`config.mk`:
```
export PLATFORM = sky130hd
export DESIGN_NAME = alu_multiciclo
export DESIGN_NICKNAME = d
export VERILOG_FILES = /design/src/rtl/alu_pkg.sv /design/src/rtl/alu_iter_core.sv /design/src/rtl/alu_multiciclo.sv
export SDC_FILE = /design/constraint.sdc
export NUM_CORES = 2
export LEC_CHECK = 0
export BUFFER_PORTS_ARGS = -buffer_cell sky130_fd_sc_hd__buf_2
export CELL_PAD_IN_SITES_DETAIL_PLACEMENT = 1
export CELL_PAD_IN_SITES_GLOBAL_PLACEMENT = 1
export CORE_UTILIZATION = 51
export CTS_CLUSTER_DIAMETER = 40
export DETAILED_ROUTE_END_ITERATION = 8
export GPL_TIMING_DRIVEN = 0
export PLACE_DENSITY = 0.95
export SYNTH_ARGS = -nofsm -noshare
export SYNTH_HDL_FRONTEND = slang
export SYNTH_SLANG_ARGS = --single-unit
```
`constraint.sdc`:
```
create_clock -name clk -period 8.3 [get_ports clk]
set_input_delay 0.415 -clock clk [delete_from_list [all_inputs] [get_ports clk]]
set_output_delay 0.415 -clock clk [all_outputs]
set_load 0.02 [all_outputs]
```
`src/rtl/alu_pkg.sv`:
```
// Shared types for the multicycle ALU: operation codes, FSM states, helpers.
package alu_pkg;

  localparam int unsigned ALU_CTRL_W = 4;

  typedef enum logic [ALU_CTRL_W-1:0] {
    OP_ILL  = 4'b0000,
    OP_ADD  = 4'b0001,
    OP_SUB  = 4'b0010,
    OP_OR   = 4'b0011,
    OP_AND  = 4'b0100,
    OP_EQ   = 4'b0101,
    OP_NEQ  = 4'b0110,
    OP_MUL  = 4'b0111,
    OP_DIVU = 4'b1000,
    OP_REMU = 4'b1001
  } alu_op_t;

  typedef enum logic [1:0] {
    IDLE = 2'd0,
    CALC = 2'd1,
    DONE = 2'd2
  } state_t;

  // Ops that run through the iterative datapath instead of the combinational one.
  function automatic logic is_iter(input alu_op_t op);
    return (op == OP_MUL) || (op == OP_DIVU) || (op == OP_REMU);
  endfunction

endpackage

```
`src/rtl/alu_iter_core.sv`:
```
// Iterative datapath: LSB-first shift-add multiply and restoring unsigned divide.
// Ports: load (capture a/b, clear counter), step (one iteration), op (selects
// mul/div behaviour and result), last (current step is the final one), result.
module alu_iter_core
  import alu_pkg::*;
#(
  parameter int unsigned WIDTH = 64
) (
  input  logic             clk,
  input  logic             rst_n,
  input  logic             load,
  input  logic             step,
  input  alu_op_t          op,
  input  logic [WIDTH-1:0] a,
  input  logic [WIDTH-1:0] b,
  output logic             last,
  output logic [WIDTH-1:0] result
);

  // One extra bit so the counter can reach WIDTH without wrapping.
  localparam int unsigned CNT_W = $clog2(WIDTH) + 1;

  // acc: product (MUL) or partial remainder (DIV).
  // sh : multiplier shifting right (MUL) or dividend -> quotient shifting left (DIV).
  // opb: multiplicand shifting left (MUL) or fixed divisor (DIV).
  logic [WIDTH-1:0] acc_q, acc_d;
  logic [WIDTH-1:0] sh_q,  sh_d;
  logic [WIDTH-1:0] opb_q, opb_d;
  logic [CNT_W-1:0] cnt_q, cnt_d;

  logic [WIDTH:0]   trial;
  logic             fits;
  logic [WIDTH-1:0] rem_sub;

  // Next-state for the iteration registers.
  always_comb begin
    acc_d   = acc_q;
    sh_d    = sh_q;
    opb_d   = opb_q;
    cnt_d   = cnt_q;
    trial   = {acc_q, sh_q[WIDTH-1]};
    fits    = (trial >= {1'b0, opb_q});
    // When the trial fits, the true difference is below the divisor, so the low
    // WIDTH bits of the subtraction are exact.
    rem_sub = trial[WIDTH-1:0] - opb_q;

    if (load) begin
      acc_d = '0;
      sh_d  = a;
      opb_d = b;
      cnt_d = '0;
    end else if (step) begin
      cnt_d = cnt_q + CNT_W'(1);
      if (op == OP_MUL) begin
        if (sh_q[0]) acc_d = acc_q + opb_q;
        sh_d  = sh_q >> 1;
        opb_d = opb_q << 1;
      end else begin
        // Divide by zero falls out naturally: every trial fits, so the quotient
        // becomes all ones and the remainder ends up equal to the dividend.
        if (fits) begin
          acc_d = rem_sub;
          sh_d  = {sh_q[WIDTH-2:0], 1'b1};
        end else begin
          acc_d = trial[WIDTH-1:0];
          sh_d  = {sh_q[WIDTH-2:0], 1'b0};
        end
      end
    end
  end

  // Iteration registers.
  always_ff @(posedge clk or negedge rst_n) begin
    if (!rst_n) begin
      acc_q <= '0;
      sh_q  <= '0;
      opb_q <= '0;
      cnt_q <= '0;
    end else begin
      acc_q <= acc_d;
      sh_q  <= sh_d;
      opb_q <= opb_d;
      cnt_q <= cnt_d;
    end
  end

  assign last   = (cnt_q == CNT_W'(WIDTH - 1));
  assign result = (op == OP_DIVU) ? sh_q : acc_q;

endmodule

```
`src/rtl/alu_multiciclo.sv`:
```
// Multicycle ALU: single-cycle ADD/SUB/OR/AND/EQ/NEQ plus iterative MUL/DIVU/REMU
// behind a start/done handshake.
// Ports: clk, rst_n (async active-low), start, ALUControl (op code), ALUSrcA/B
// (operands sampled with start), ALUResult/Zero (registered, held), busy, done.
module alu_multiciclo
  import alu_pkg::*;
#(
  parameter int unsigned WIDTH = 64
) (
  input  logic                  clk,
  input  logic                  rst_n,
  input  logic                  start,
  input  logic [ALU_CTRL_W-1:0] ALUControl,
  input  logic [WIDTH-1:0]      ALUSrcA,
  input  logic [WIDTH-1:0]      ALUSrcB,
  output logic [WIDTH-1:0]      ALUResult,
  output logic                  Zero,
  output logic                  busy,
  output logic                  done
);

  state_t           state_q, state_d;
  alu_op_t          op_q, op_d;
  logic [WIDTH-1:0] a_q, a_d;
  logic [WIDTH-1:0] b_q, b_d;
  logic [WIDTH-1:0] result_q, result_d;
  logic             zero_q, zero_d;
  logic             busy_q, busy_d;
  logic             done_q, done_d;

  alu_op_t          op_in;
  logic             core_load, core_step, core_last;
  logic [WIDTH-1:0] core_result;
  logic [WIDTH-1:0] simple_res;

  assign op_in = alu_op_t'(ALUControl);

  alu_iter_core #(.WIDTH(WIDTH)) u_core (
    .clk    (clk),
    .rst_n  (rst_n),
    .load   (core_load),
    .step   (core_step),
    .op     (op_q),
    .a      (ALUSrcA),
    .b      (ALUSrcB),
    .last   (core_last),
    .result (core_result)
  );

  // Single-cycle ops on the latched operands; illegal codes give 0.
  always_comb begin
    simple_res = '0;
    case (op_q)
      OP_ADD:  simple_res = a_q + b_q;
      OP_SUB:  simple_res = a_q - b_q;
      OP_OR:   simple_res = a_q | b_q;
      OP_AND:  simple_res = a_q & b_q;
      OP_EQ:   simple_res = WIDTH'(a_q == b_q);
      OP_NEQ:  simple_res = WIDTH'(a_q != b_q);
      default: simple_res = '0;
    endcase
  end

  // Control FSM next-state and output logic.
  always_comb begin
    state_d   = state_q;
    op_d      = op_q;
    a_d       = a_q;
    b_d       = b_q;
    result_d  = result_q;
    zero_d    = zero_q;
    done_d    = 1'b0;
    core_load = 1'b0;
    core_step = 1'b0;

    case (state_q)
      IDLE: begin
        if (start) begin
          op_d = op_in;
          a_d  = ALUSrcA;
          b_d  = ALUSrcB;
          if (is_iter(op_in)) begin
            core_load = 1'b1;
            state_d   = CALC;
          end else begin
            state_d = DONE;
          end
        end
      end
      CALC: begin
        core_step = 1'b1;
        if (core_last) state_d = DONE;
      end
      DONE: begin
        // Result, Zero and done all register on the edge leaving DONE.
        result_d = is_iter(op_q) ? core_result : simple_res;
        zero_d   = (result_d == '0);
        done_d   = 1'b1;
        state_d  = IDLE;
      end
      default: state_d = IDLE;
    endcase

    busy_d = (state_d != IDLE);
  end

  // State and output registers.
  always_ff @(posedge clk or negedge rst_n) begin
    if (!rst_n) begin
      state_q  <= IDLE;
      op_q     <= OP_ILL;
      a_q      <= '0;
      b_q      <= '0;
      result_q <= '0;
      zero_q   <= 1'b0;
      busy_q   <= 1'b0;
      done_q   <= 1'b0;
    end else begin
      state_q  <= state_d;
      op_q     <= op_d;
      a_q      <= a_d;
      b_q      <= b_d;
      result_q <= result_d;
      zero_q   <= zero_d;
      busy_q   <= busy_d;
      done_q   <= done_d;
    end
  end

  assign ALUResult = result_q;
  assign Zero      = zero_q;
  assign busy      = busy_q;
  assign done      = done_q;

endmodule
```
Word level (Yosys, flattened, before mapping)
Index checks and enable logic that the tools add are counted.
- register bits after elaboration: 400
- input port bits: 135
- output and inout port bits: 67
- magnitude comparators: 1
- add/subtract/negate cells: 5
- multiplexer cells: 26
- equality and inequality tests: 18
- reduce and logical (&&, ||, !) cells: 12
- bitwise logic cells: 2
- operators by type and width (cell ; count):
    $mux W64 ; 13
    $pmux W64 S6 ; 1
    $add A64 B64 Y64 ; 2
    $sub A64 B64 Y64 ; 2
    $ge A65 B64 Y1 ; 1
    $and A64 B64 Y64 ; 1
    $eq A64 B64 Y1 ; 1
    $logic_not A64 Y1 ; 1
    $ne A64 B64 Y1 ; 1
    $or A64 B64 Y64 ; 1
    $eq A4 B3 Y1 const B ; 5
    $eq A4 B4 Y1 const B ; 4
    $mux W7 ; 2
    $eq A4 B2 Y1 const B ; 2
    $add A7 B1 Y7 const B ; 1
    $eq A7 B6 Y1 const B ; 1
    $mux W1 ; 6
    $mux W2 ; 3
    $reduce_and A2 Y1 ; 3
    $reduce_bool A2 Y1 ; 3
    $eq A4 B1 Y1 const B ; 1
    $logic_or A1 B1 Y1 ; 4
    $pmux W2 S2 ; 1
    $ne A3 B2 Y1 const B ; 1
    3 further kinds ; 3

Logic depth before layout (Yosys ltp)
- word-level depth: 8
- depth in mapped cells: 18
- mapped depth without buffers: 16

Hierarchy
A second synthesis with hierarchy kept.
- cells, all modules: 5109
- area total of the unflattened synthesis: 38665.8 µm²
- by module, submodules not included (module ; cells an instance ; times used ; area an instance (µm²)):
    alu_multiciclo ; 2621 ; 1 ; 19987.9
    alu_iter_core ; 2488 ; 1 ; 18677.9

Worst setup path before layout
Ideal clock, no wire load.
- path type: register -> register
- from: reg a_q[57]
- to: reg zero_q, in the netlist Zero
- path slack: 4058 ps
- clock period less this slack: 4242 ps
- data arrival time: 4150 ps
- stages on the path, launching flop included: 15
- setup time: 92 ps
- cells stage by stage: dfrtp_1 -> inv_1 -> ha_1 -> or4_4 -> or4_4 -> nor4b_4 -> nand3_2 -> mux2i_1 -> o221ai_1 -> or4b_1 -> or4_1 -> nor4_1 -> and4_1 -> nand4_1 -> o31ai_2
- cells in the longest elaborated chain, start to end: 4
- elaborated cells on any way between the ends: 9
- those cells by class: 2 x add/sub; 2 x eq/ne; 2 x mux; 2 x bitwise; 1 x reduce/logical
- ends and longest elaborated chain (element ; line ; text):
    start, declared ; alu_multiciclo.sv:24 ; logic [WIDTH-1:0] a_q, a_d;
    start signal, assigned ; alu_multiciclo.sv:112 ; a_q <= '0;
    start signal, assigned ; alu_multiciclo.sv:121 ; a_q <= a_d;
    $sub A64 B64 Y64 (tied with other cells) ; alu_multiciclo.sv:55 ; OP_SUB: simple_res = a_q - b_q;
    $pmux W64 S6 * ; alu_multiciclo.sv:53 ; case (op_q)
    $mux W64 * ; alu_multiciclo.sv:96 ; result_d = is_iter(op_q) ? core_result : simple_res;
    $logic_not A64 Y1 * ; alu_multiciclo.sv:97 ; zero_d = (result_d == '0);
    end signal, assigned ; alu_multiciclo.sv:124 ; zero_q <= zero_d;
    end, declared ; alu_multiciclo.sv:27 ; logic zero_q, zero_d;
Every way passes the cells marked *; elsewhere a longest branch is shown, timed or not.
A chain may end at the register's enable or synchronous reset.

Worst setup path in the final report
- from: reg op_q[0]
- to: reg zero_q, in the netlist Zero
- cells in the longest elaborated chain, start to end: 5
- elaborated cells on any way between the ends: 15
- those cells by class: 9 x eq/ne; 3 x mux; 3 x reduce/logical
- ends and longest elaborated chain (element ; line ; text):
    start, declared ; alu_multiciclo.sv:23 ; alu_op_t op_q, op_d;
    start signal, assigned ; alu_multiciclo.sv:120 ; op_q <= op_d;
    branches (longest 3 deep; another with $pmux W64 S6) ; -- ;
    $mux W64 * ; alu_multiciclo.sv:96 ;
    $logic_not A64 Y1 * ; alu_multiciclo.sv:97 ;
Every way passes the cells marked *.

==> results_dict.tcl <==
set metrics [dict create \
    max_freq_ghz 0.146 \
    max_cap_violations 1 \
    drive_gt1_frac 0.0739 \
    ys_top_cells_by_area "dfrtp_1 (27%), ha_1 (11%), nand2_1 (7.0%), a21oi_1 (6.1%), o21ai_0 (5.4%)" \
    crit_arrival_ns 7.36 \
    num_rows 99 \
    final_cells 6236 \
    vias_per_cell 7.25 \
    grt_use_total 0.532 \
    yosysWarnings 0 \
    dpl.cell_count 6110 \
    detailed_place.area_mm2 0.0400 \
    ys.flop_type "dfrtp_1" \
    die_w_um 274 \
    fin_crit_ns 6.83 \
    grt_pass1_vias 45500 \
    period_share 0.823 \
    io_pins 202 \
    worstPathCellList "clkbuf_1 > nor4b_1 > buf_1 > buf_2 > buf_2 > buf_4 > buf_1 > mux2i_1 > o22ai_1 > a21oi_1 > o211ai_1 > nor4_1 > and4_1 > nand4_1 > o31ai_2" \
    rsz0062_at_grt "false" \
    cts_buffer_depth 3 \
    nFillCells 9190 \
    synth_async_sr_flop_share 1.00 \
    vias 45200 \
    grt_max_degree 120 \
    synth_area_mm2 0.0377 \
    insertion_delay_ns 0.67 \
    ys_ff_latch 400 \
    tightest_slew_ns 1.55 \
    crit_path_max_incr_delay_ns 0.79 \
    post_cts_resized 0 \
    use_met1 0.667 \
    tritoncts "yes" \
    place_congestion 1.08 \
    path_delay_family "buffers and inverters" \
    firstDrtPassIters 9 \
    avgSynthCellArea_um2 7.62 \
    yosysTopAreaCell "dfrtp_1" \
    violations "design-rule violations, max-capacitance violations, max-slew violations" \
    portBuffers 201 \
    detail-route-antenna-nets 0 \
    syn_inst 4946 \
    htreeDepth 3 \
    post-route-drc-count 40 \
    synth_cell_types 89 \
    cts-root-buf "clkbuf_16" \
    synthMostInstantiatedCell "nand2_1" \
    startpoint_type "flop" \
    fin_skew_ns 0.0500 \
    antenna_found_initial 7 \
    crit_slowest_cell "buf_1" \
    hold_class "primary input to flop" \
    seq_area_frac_synth 0.266 \
    coreArea_mm2 0.0731 \
    finalHoldViolations 0 \
    initial_core_util 0.515 \
    synth-edff-count 0 \
    grtUsageMet2 0.782 \
    place_hpwl_um 154000 \
    grt-ovfl-total 0 \
    routed_wl_um 205000 \
    syn_to_final_growth_pct 12.6 \
    cp_num_buf_inv 6 \
    setup-tns-final_ns 0 \
    syn-num-nets 5421 \
    fin_area_mm2 0.0424 \
    nets 5698 \
    synth_top_area_frac 0.266 \
    yosys-top-cells-count "nand2_1 (698), a21oi_1 (461), o21ai_0 (405), dfrtp_1 (400), nor2_1 (341)" \
    cp-end-kind "flop" \
    status "finished with violations" \
    busiest_layer "met2" \
    dieArea_mm2 0.0750 \
    crit_type "flop to flop" \
    slew_headroom -0.0424 \
    drt_iter0_drc 6761 \
    post-route-util 0.581 \
    slew_viol_final 10 \
    finalSetupViolCount 0 \
    grt_pass1_wl_um 299000 \
    groute.layer.met3.usage 0.152 \
    numCtsBuffers 68 \
    critPathMaxFanout 10 \
    clock_sinks 400 \
    path_clk_slew_ns 0.05 \
    die_h_um 274 \
    critPathRequiredTime_ns 8.83 \
    wl_per_cell_um 32.9 \
]
==> stage by stage <==
step,hold WS [ns],worst slack [ns]
5_1_grt,0.0366,1.59
6_report,0.0182,1.47
3_5_place_dp,0.457,2.10
2_1_floorplan,0.119,4.06
3_3_place_gp,0.448,-1.15
4_1_cts,0.0252,1.88
==> worst min-delay path, cell delays in order <==
cell,delay (ns)
buf_2,0.11
nand2_1,0.05
o21ai_0,0.06
==> cells by family (layout without fill, tap and decap cells) <==
logic type                 after synthesis  count (layout)  share of synthesized area
buffers and inverters                  611             940                     0.0611
xor gates and xnor gates               134             134                     0.0312
DFF                                    400             400                      0.266
adders and majority gates              340             340                      0.114
other                                    0               2                          0
AOI/OAI and AO/OA                     1764            1764                      0.301
and+or+nand+nor                       1545            1545                      0.186
muxes                                  152             152                     0.0408
==> cell type report <==
type,count,area (µm²),area share
clock inverters,42,602,0.0142
well taps,959,1200,0.0283
clock buffers,80,1810,0.0426
flip-flops and latches,400,10000,0.236
inverters,314,1180,0.0278
plain buffers,297,1120,0.0265
repair buffers,207,1120,0.0265
diodes,2,5.00,0.000118
multi-input cells,3935,25400,0.598
==> timing repair <==
action                                  CTS  global route
endpoints found under the setup margin    0             0
buffers inserted                          0             0
hold buffers                              1             0
hold endpoints to repair                117             0
==> placed cells by master (no fill, tap or decap), drive strengths merged, types with 35 or more instances in the layout <==
cell,n
a211oi,72
a21o,107
a21oi,461
a221o,81
a31oi,47
buf,240
clkbuf,343
dfrtp,400
ha,336
inv,326
mux2i,139
nand2,698
nand3,71
nand4,64
nor2,341
nor2b,49
nor3,83
nor4,62
o211ai,60
o21a,35
o21ai,488
o21bai,43
o221ai,41
o22ai,37
o31ai,58
xnor2,80
xor2,54
==> worst paths after layout <==
| check | slack [ns] | depth (start not counted) | endpoint | from |
|---|---|---|---|---|
| setup reg to reg | 1.47 | 15 | Zero$_DFFE_PN0P_ | op_q[0]$_DFFE_PN0P_ |
| hold / removal | 0.02 | 3 | a_q[4]$_DFFE_PN0P_ | ALUSrcA[4] |
| min in group asynchronous | 0.49 | 2 | ALUResult[55]$_DFFE_PN0P_ | rst_n |
| setup / recovery | 1.47 | 15 | Zero$_DFFE_PN0P_ | op_q[0]$_DFFE_PN0P_ |
| max in group asynchronous | 6.25 | 4 | u_core.acc_q[12]$_DFFE_PN0P_ | rst_n |
| hold reg to reg | 0.46 | 2 | ALUResult[39]$_DFFE_PN0P_ | ALUResult[39]$_DFFE_PN0P_ |
==> routing by layer <==
layer	part of all wire	up-vias
li1	-	18600
met1	0.37	21900
met2	0.41	3672
met3	0.13	1038
met4	0.086	6
met5	0.00018	-
==> flip-flops by register name, summed over array words and instances, names as in the netlist <==
signal and cells:
op_q 4, b_q 64, u_core.cnt_q 7, ALUResult 64, a_q 64, u_core.opb_q 64
u_core.acc_q 64, Zero 1, state_q 2, busy 1, u_core.sh_q 64, done 1
Power is not shown: default switching activity piles up to over one toggle a cycle in this logic, so the estimate is an artifact.
